### src/rtl/gdc_pkg.sv
// Shared types for the garage door supervisor: state and direction encodings
// plus the helper that picks the travel direction after a stop.
package gdc_pkg;

    localparam int STATE_W = 3;

    typedef enum logic [STATE_W-1:0] {
        S_INIT    = 3'd0,
        S_CLOSED  = 3'd1,
        S_OPENING = 3'd2,
        S_OPEN    = 3'd3,
        S_CLOSING = 3'd4,
        S_STOPPED = 3'd5,
        S_DEAD    = 3'd6,
        S_FAULT   = 3'd7
    } state_t;

    typedef enum logic {
        DIR_UP   = 1'b0,
        DIR_DOWN = 1'b1
    } dir_t;

    // Resuming after a stop always travels opposite to the interrupted motion.
    function automatic state_t resume_target(dir_t last_dir);
        return (last_dir == DIR_UP) ? S_CLOSING : S_OPENING;
    endfunction

endpackage

### src/rtl/gdc_timer.sv
// Clearable, saturating cycle counter; expired flags the last cycle of a
// window of `limit` cycles (a zero limit never expires).
module gdc_timer #(
    parameter int CNT_W = 16
) (
    input  logic             clk,
    input  logic             rst,
    input  logic             clr,
    input  logic [CNT_W-1:0] limit,
    output logic             expired
);

    logic [CNT_W-1:0] count_q;
    logic [CNT_W-1:0] count_d;

    always_comb begin
        count_d = count_q;
        if (clr) begin
            count_d = '0;
        end else if (count_q != '1) begin
            count_d = count_q + CNT_W'(1);
        end
    end

    always_ff @(posedge clk) begin
        if (rst) begin
            count_q <= '0;
        end else begin
            count_q <= count_d;
        end
    end

    assign expired = (limit != '0) && (count_q == (limit - CNT_W'(1)));

endmodule

### src/rtl/garage_door_supervisor.sv
// Garage door sequencer: merges the two request buttons into a single press
// event and drives the motor enables as a Moore decode of the state register.
module garage_door_supervisor
    import gdc_pkg::*;
#(
    parameter int TRAVEL_TIMEOUT = 1000,
    parameter int AUTO_CLOSE     = 5000,
    parameter int DEAD_CYC       = 8,
    parameter int CNT_W          = 16
) (
    input  logic               clk,
    input  logic               rst,
    input  logic               req_remote,
    input  logic               req_wall,
    input  logic               up_max,
    input  logic               down_max,
    input  logic               obstacle,
    output logic               up_m,
    output logic               down_m,
    output logic               fault,
    output logic [STATE_W-1:0] state_o
);

    localparam logic [CNT_W-1:0] TRAVEL_LIM = CNT_W'(TRAVEL_TIMEOUT);
    localparam logic [CNT_W-1:0] CLOSE_LIM  = CNT_W'(AUTO_CLOSE);
    localparam logic [CNT_W-1:0] DEAD_LIM   = CNT_W'(DEAD_CYC);

    state_t     state_q, state_d;
    state_t     pending_q, pending_d;
    dir_t       last_dir_q, last_dir_d;
    logic       req_q, req_d;
    logic       req_any, press;
    logic       timer_clr, timer_expired;
    logic [CNT_W-1:0] timer_limit;
    state_t     target, dead_pending;

    gdc_timer #(.CNT_W(CNT_W)) u_timer (
        .clk     (clk),
        .rst     (rst),
        .clr     (timer_clr),
        .limit   (timer_limit),
        .expired (timer_expired)
    );

    always_comb begin
        timer_limit = '0;
        case (state_q)
            S_OPENING, S_CLOSING: timer_limit = TRAVEL_LIM;
            S_OPEN:               timer_limit = CLOSE_LIM;
            S_DEAD:               timer_limit = DEAD_LIM;
            default:              timer_limit = '0;
        endcase
    end

    always_comb begin
        req_any      = req_remote | req_wall;
        press        = req_any & ~req_q;
        req_d        = req_any;
        state_d      = state_q;
        pending_d    = pending_q;
        last_dir_d   = last_dir_q;
        target       = resume_target(last_dir_q);
        dead_pending = (obstacle && pending_q == S_CLOSING) ? S_OPENING : pending_q;

        case (state_q)
            S_INIT: begin
                if (up_max && down_max) state_d = S_FAULT;
                else if (down_max)      state_d = S_CLOSED;
                else if (up_max)        state_d = S_OPEN;
                else                    state_d = S_STOPPED;
            end
            S_CLOSED: begin
                if (press) state_d = S_OPENING;
            end
            S_OPENING: begin
                if (up_max) begin
                    state_d = S_OPEN;
                end else if (timer_expired) begin
                    state_d = S_FAULT;
                end else if (press) begin
                    state_d    = S_STOPPED;
                    last_dir_d = DIR_UP;
                end
            end
            S_OPEN: begin
                // A blocked beam suppresses both manual and automatic closing.
                if (!obstacle && (press || timer_expired)) state_d = S_CLOSING;
            end
            S_CLOSING: begin
                if (down_max) begin
                    state_d = S_CLOSED;
                end else if (obstacle) begin
                    state_d   = S_DEAD;
                    pending_d = S_OPENING;
                end else if (timer_expired) begin
                    state_d = S_FAULT;
                end else if (press) begin
                    state_d    = S_STOPPED;
                    last_dir_d = DIR_DOWN;
                end
            end
            S_STOPPED: begin
                if (press && !(target == S_CLOSING && obstacle)) begin
                    state_d   = S_DEAD;
                    pending_d = target;
                end
            end
            S_DEAD: begin
                pending_d = dead_pending;
                if (timer_expired) state_d = dead_pending;
            end
            default: state_d = S_FAULT;
        endcase

        // Both limit switches closed at once means a wiring or sensor fault.
        if (state_q != S_INIT && state_q != S_FAULT && up_max && down_max) begin
            state_d = S_FAULT;
        end

        timer_clr = (state_d != state_q) || (state_q == S_OPEN && obstacle);
    end

    always_ff @(posedge clk) begin
        if (rst) begin
            state_q    <= S_INIT;
            pending_q  <= S_OPENING;
            last_dir_q <= DIR_DOWN;
            req_q      <= 1'b1;
        end else begin
            state_q    <= state_d;
            pending_q  <= pending_d;
            last_dir_q <= last_dir_d;
            req_q      <= req_d;
        end
    end

    assign up_m    = (state_q == S_OPENING);
    assign down_m  = (state_q == S_CLOSING);
    assign fault   = (state_q == S_FAULT);
    assign state_o = state_q;

endmodule
### config.mk
export PLATFORM = sky130hd
export DESIGN_NAME = garage_door_supervisor
export DESIGN_NICKNAME = d
export VERILOG_FILES = /design/src/rtl/gdc_pkg.sv /design/src/rtl/gdc_timer.sv /design/src/rtl/garage_door_supervisor.sv
export SDC_FILE = /design/constraint.sdc
export NUM_CORES = 1
export LEC_CHECK = 0
export ABC_AREA = 0
export BUFFER_PORTS_ARGS = -buffer_cell sky130_fd_sc_hd__buf_2
export CAP_MARGIN = 5
export CORE_ASPECT_RATIO = 1.75
export CORE_MARGIN = 2
export CORE_UTILIZATION = 60
export CTS_CLUSTER_SIZE = 28
export DETAILED_ROUTE_END_ITERATION = 7
export HOLD_SLACK_MARGIN = 0.02
export PLACE_DENSITY = 0.86
export SLEW_MARGIN = 5
export SYNTH_ARGS = -nofsm -noshare
export SYNTH_HDL_FRONTEND = slang
export SYNTH_SLANG_ARGS = --single-unit
export TNS_END_PERCENT = 100
### constraint.sdc
create_clock -name clk -period 7.8 [get_ports clk]
set_input_delay 0.78 -clock clk [delete_from_list [all_inputs] [get_ports clk]]
set_output_delay 0.78 -clock clk [all_outputs]
set_load 0.1 [all_outputs]
==> report_table.html <==
<table>
<tr><th>Metric</th><th>Value</th></tr>
<tr><th colspan="2">Status</th></tr>
<tr><td>Run status</td><td>finished, final reports clean</td></tr>
<tr><th colspan="2">Clock network</th></tr>
<tr><td>Level count of the clock H-tree</td><td>1</td></tr>
<tr><td>Clock transition at the register clock pins on the worst setup and hold paths after CTS</td><td>~80 ps</td></tr>
<tr><td># hold bufs at CTS</td><td>0</td></tr>
<tr><td>Clock buffers created by TritonCTS</td><td>3</td></tr>
<tr><td>Clock insertion delay at the later pin of the skew report</td><td>between 200 and 300 ps</td></tr>
<tr><td>CTS tree</td><td>built</td></tr>
<tr><td>Worst-case clock buffer depth</td><td>2</td></tr>
<tr><td>Post-cts gate resize count</td><td>0</td></tr>
<tr><td>Total clock sinks</td><td>24</td></tr>
<tr><td>Post-CTS setup-driven buffer insertion count</td><td>0</td></tr>
<tr><td>CTS Root Buffer Type</td><td>sky130_fd_sc_hd__clkbuf_8</td></tr>
<tr><th colspan="2">Layout</th></tr>
<tr><td>Final layout net count</td><td>230</td></tr>
<tr><td>Multi-input logic area</td><td>~1100 um^2</td></tr>
<tr><td>Number of antenna diodes</td><td>0</td></tr>
<tr><td>Layout area overhead</td><td>4.88%</td></tr>
<tr><td>Total area of sequential cells</td><td>between 400 and 500 um^2</td></tr>
<tr><td>Post-layout utilization of the core</td><td>65.7%</td></tr>
<tr><td>Fraction of layout cells with a size suffix above 1</td><td>between 10% and 20%</td></tr>
<tr><td>Final-layout fill cell count</td><td>about 240</td></tr>
<tr><th colspan="2">Power and ir drop</th></tr>
<tr><td>Static leakage power</td><td>between 0.6 and 0.7 nW</td></tr>
<tr><td>Cell Pwr Density</td><td>between 200 and 300 nW/um^2</td></tr>
<tr><td>Worst supply voltage drop on vdd</td><td>0.000250 V</td></tr>
<tr><th colspan="2">Floorplanning</th></tr>
<tr><td>Overall die height</td><td>about 74 um</td></tr>
<tr><td>Core ar.</td><td>about 2700 um^2</td></tr>
<tr><td>Placement row count</td><td>25</td></tr>
<tr><td>Die X</td><td>43.8 um</td></tr>
<tr><td>Area enclosed by the die boundary</td><td>between 3000 and 4000 um^2</td></tr>
<tr><td>Starting density of the core</td><td>62.7%</td></tr>
<tr><td>Num ports</td><td>13</td></tr>
<tr><th colspan="2">Placement</th></tr>
<tr><td>GP Congestion</td><td>0.943</td></tr>
<tr><td>Detailed Place HPWL</td><td>slightly below 3 mm</td></tr>
<tr><td>Count of buffers from port buffering</td><td>12</td></tr>
<tr><th colspan="2">Synth</th></tr>
<tr><td>Count of different cell masters after synthesis</td><td>between 50 and 60</td></tr>
<tr><td>Net count after synthesis</td><td>224</td></tr>
<tr><td>Post-synthesis register bit count</td><td>24</td></tr>
<tr><td>Leading post-synthesis cells by cell area</td><td>sky130_fd_sc_hd__dfxtp_1, sky130_fd_sc_hd__nor3_1, sky130_fd_sc_hd__xor2_1</td></tr>
<tr><td>Number of enable-type register cells in the synthesized netlist</td><td>0</td></tr>
<tr><td>Cell with the most instances after synthesis</td><td>sky130_fd_sc_hd__dfxtp_1</td></tr>
<tr><td>Most numerous cell types in the synthesized netlist</td><td>sky130_fd_sc_hd__dfxtp_1, sky130_fd_sc_hd__nor2_1, sky130_fd_sc_hd__nor3_1</td></tr>
<tr><td>Yosys warnings</td><td>0</td></tr>
<tr><td>Share of the yosys chip area belonging to registers</td><td>28.8%</td></tr>
<tr><td>Synthesized area</td><td>approximately 1700 um^2</td></tr>
<tr><td>Dominant cell type by area after synthesis</td><td>sky130_fd_sc_hd__dfxtp_1</td></tr>
<tr><td>Async set or reset register ratio after synthesis</td><td>0%</td></tr>
<tr><td>Share of Yosys cell area claimed by the top area cell type</td><td>between 20% and 30%</td></tr>
<tr><td>Mean post-synth cell area</td><td>7.79 um^2</td></tr>
<tr><td>Primary flip-flop cell chosen by synthesis mapping</td><td>sky130_fd_sc_hd__dfxtp_1</td></tr>
<tr><td>Number of standard cells after synthesis</td><td>approximately 210</td></tr>
<tr><th colspan="2">Drt</th></tr>
<tr><td>Final routed wirelength across all metal layers</td><td>4.04 mm</td></tr>
<tr><td>Number of antenna-violating nets in the routed design</td><td>0</td></tr>
<tr><td>Via density per instance</td><td>between 6 and 7</td></tr>
<tr><td>Routed wire per std cell</td><td>roughly 16 um</td></tr>
<tr><td>DRC violations left</td><td>0</td></tr>
<tr><td>Number of vias after detailed routing</td><td>~1600</td></tr>
<tr><td>Number of DRC markers after the initial detailed-route iteration</td><td>between 60 and 70</td></tr>
<tr><td>Drt first pass iters</td><td>4</td></tr>
<tr><th colspan="2">Critical path</th></tr>
<tr><td>Startpoint types</td><td>flop</td></tr>
<tr><td>Depth of the worst register-to-register path</td><td>8</td></tr>
<tr><td>Endpoint class of the critical path</td><td>flop</td></tr>
<tr><td>Type of the worst setup path</td><td>reg -&gt; reg</td></tr>
<tr><td>Critical path data required time</td><td>a little under 8000 ps</td></tr>
<tr><td>Maximum fanout count along the critical path</td><td>28</td></tr>
<tr><td>Data arrival time of the worst path</td><td>~3500 ps</td></tr>
<tr><th colspan="2">STA</th></tr>
<tr><td>Tcrit/Tclk final</td><td>a little over two fifths</td></tr>
<tr><td>Minimum period implied by the final worst setup slack</td><td>3350 ps</td></tr>
<tr><td>Setup repair after global routing missed its margin</td><td>no</td></tr>
<tr><td>Clock skew</td><td>2.72 ps</td></tr>
<tr><td>Final Max Slew Viols</td><td>0</td></tr>
<tr><td>Headroom to the max-slew limit</td><td>between 40% and 50%</td></tr>
<tr><td>Achievable clock frequency</td><td>298 MHz</td></tr>
<tr><td>Transition time of the tightest slew-check pin</td><td>~850 ps</td></tr>
<tr><td>Number of hold-slack violations in the final timing report</td><td>0</td></tr>
<tr><td>Post-route setup TNS</td><td>0 ps</td></tr>
<tr><td>Setup violation total in the final timing report</td><td>0</td></tr>
<tr><th colspan="2">Global routing</th></tr>
<tr><td>Total GRT Usage</td><td>around 28%</td></tr>
<tr><td>Routing usage on met1</td><td>between 20 and 30%</td></tr>
<tr><td>Global routing usage on met3</td><td>2.95%</td></tr>
<tr><td>Antenna violations before repair</td><td>0</td></tr>
<tr><td>Via count of the first global-routing pass</td><td>1517</td></tr>
<tr><td>M2 GR Usage</td><td>about half</td></tr>
<tr><td>Most used routing layer in global routing</td><td>met2</td></tr>
<tr><td>Global-route wire length before repair</td><td>roughly 6.8 mm</td></tr>
<tr><td>Gr ovfl total</td><td>0</td></tr>
<tr><td>Maximum number of pins on one net before global-route repair</td><td>29</td></tr>
<tr><th colspan="2">Min path</th></tr>
<tr><td>Hold Path Class</td><td>reg -&gt; reg</td></tr>
<tr><td>Worst hold path stage count</td><td>2</td></tr>
<tr><th colspan="2">Job</th></tr>
<tr><td>Max-cap viol count</td><td>0</td></tr>
</table>
-- cells by family (layout without fill, tap and decap cells) --
| group | after synthesis | after routing | share of synthesized area (%) |
|---|---|---|---|
| xor gates and xnor gates | 12 | 12 | 6.31 |
| buffers and inverters | 24 | 28 | 6.16 |
| muxes | 4 | 4 | 2.40 |
| adders and majority gates | 3 | 3 | 2.25 |
| AOI/OAI and AO/OA | 53 | 53 | 24.3 |
| DFF | 24 | 24 | 28.8 |
| and+or+nand+nor | 94 | 94 | 29.8 |
-- layer usage --
| layer | part of all wire [%] | vias to the layer above |
|---|---|---|
| met5 | 0 | - |
| met4 | 5.1 | 0 |
| met3 | 3.4 | 20 |
| met2 | 54 | 55 |
| met1 | 37 | 747 |
| li1 | - | 804 |
-- cells in the final DEF, fill, tap and decap left out, types with 3 or more instances in the layout --
cell type | Yosys | routed
sky130_fd_sc_hd__inv_1 | 13 | 13
sky130_fd_sc_hd__a21oi_1 | 7 | 7
sky130_fd_sc_hd__a211oi_1 | 4 | 4
sky130_fd_sc_hd__nor2_1 | 18 | 18
sky130_fd_sc_hd__dfxtp_1 | 24 | 24
sky130_fd_sc_hd__nand3_1 | 8 | 8
sky130_fd_sc_hd__nand4_1 | 9 | 9
sky130_fd_sc_hd__nand2_1 | 15 | 15
sky130_fd_sc_hd__xor2_1 | 8 | 8
sky130_fd_sc_hd__o21ai_0 | 9 | 9
sky130_fd_sc_hd__ha_1 | 3 | 3
sky130_fd_sc_hd__o31a_1 | 3 | 3
sky130_fd_sc_hd__o211ai_1 | 4 | 4
sky130_fd_sc_hd__buf_2 | 1 | 12
sky130_fd_sc_hd__nor2b_1 | 4 | 4
sky130_fd_sc_hd__and3_1 | 6 | 6
sky130_fd_sc_hd__nand2b_1 | 4 | 4
sky130_fd_sc_hd__nor3_1 | 17 | 17
sky130_fd_sc_hd__clkbuf_8 | 0 | 3
sky130_fd_sc_hd__nand3b_1 | 4 | 4
sky130_fd_sc_hd__mux2i_1 | 4 | 4
sky130_fd_sc_hd__xnor2_1 | 4 | 4
-- flip-flops by register name (all words and copies together), names as in the netlist --
| name | count |
|---|---|
| last_dir_q | 1 |
| u_timer.count_q | 16 |
| state_o | 3 |
| pending_q | 3 |
| req_q | 1 |
-- critical path, cell delays in order, from the launching register on --
cell and delay [ps]:
sky130_fd_sc_hd__dfxtp_1 880, sky130_fd_sc_hd__nand3b_1 230, sky130_fd_sc_hd__or4_1 490, sky130_fd_sc_hd__a211oi_2 300
sky130_fd_sc_hd__nand3_2 210, sky130_fd_sc_hd__and4_4 240, sky130_fd_sc_hd__o31a_1 300, sky130_fd_sc_hd__o211ai_4 440
sky130_fd_sc_hd__nor3_1 100
-- cell type report --
cell class	instances	share of cell area (%)
Clock buffer	3	2.36
Inverter	13	2.79
Multi-Input combinational cell	166	62.0
Tap cell	27	1.93
Sequential cell	24	27.5
Timing Repair Buffer	12	3.44
-- stage by stage --
step | power, mW | setup WS, ps | cells | cell area, um^2 | hold slack, ps
after floorplan | 0.371 | 4300 | 214 | 1670 | 458
after global placement | 0.406 | 4680 | 242 | 1710 | 489
after detailed placement | 0.408 | 4530 | 242 | 1710 | 492
after CTS | 0.480 | 4460 | 245 | 1750 | 503
after global routing | 0.509 | 4200 | 245 | 1750 | 524
final | 0.481 | 4450 | 245 | 1750 | 503
-- power by group --
group | switching [mW] | internal (mW) | total (mW)
Sequential | 0.0420 | 0.131 | 0.173
Combinational | 0.168 | 0.0677 | 0.235
Clock | 0.0384 | 0.0346 | 0.0730
Total | 0.248 | 0.233 | 0.481
-- worst paths after layout --
kind	start	end	slack, ps
setup / recovery	state_o[2]	u_timer.count_q[2]	4450
hold / removal	pending_q[0]	pending_q[0]	500
setup reg to reg	state_o[2]	u_timer.count_q[2]	4450
hold reg to reg	pending_q[0]	pending_q[0]	500
No activity file was read; power rests on OpenSTA's default activity.
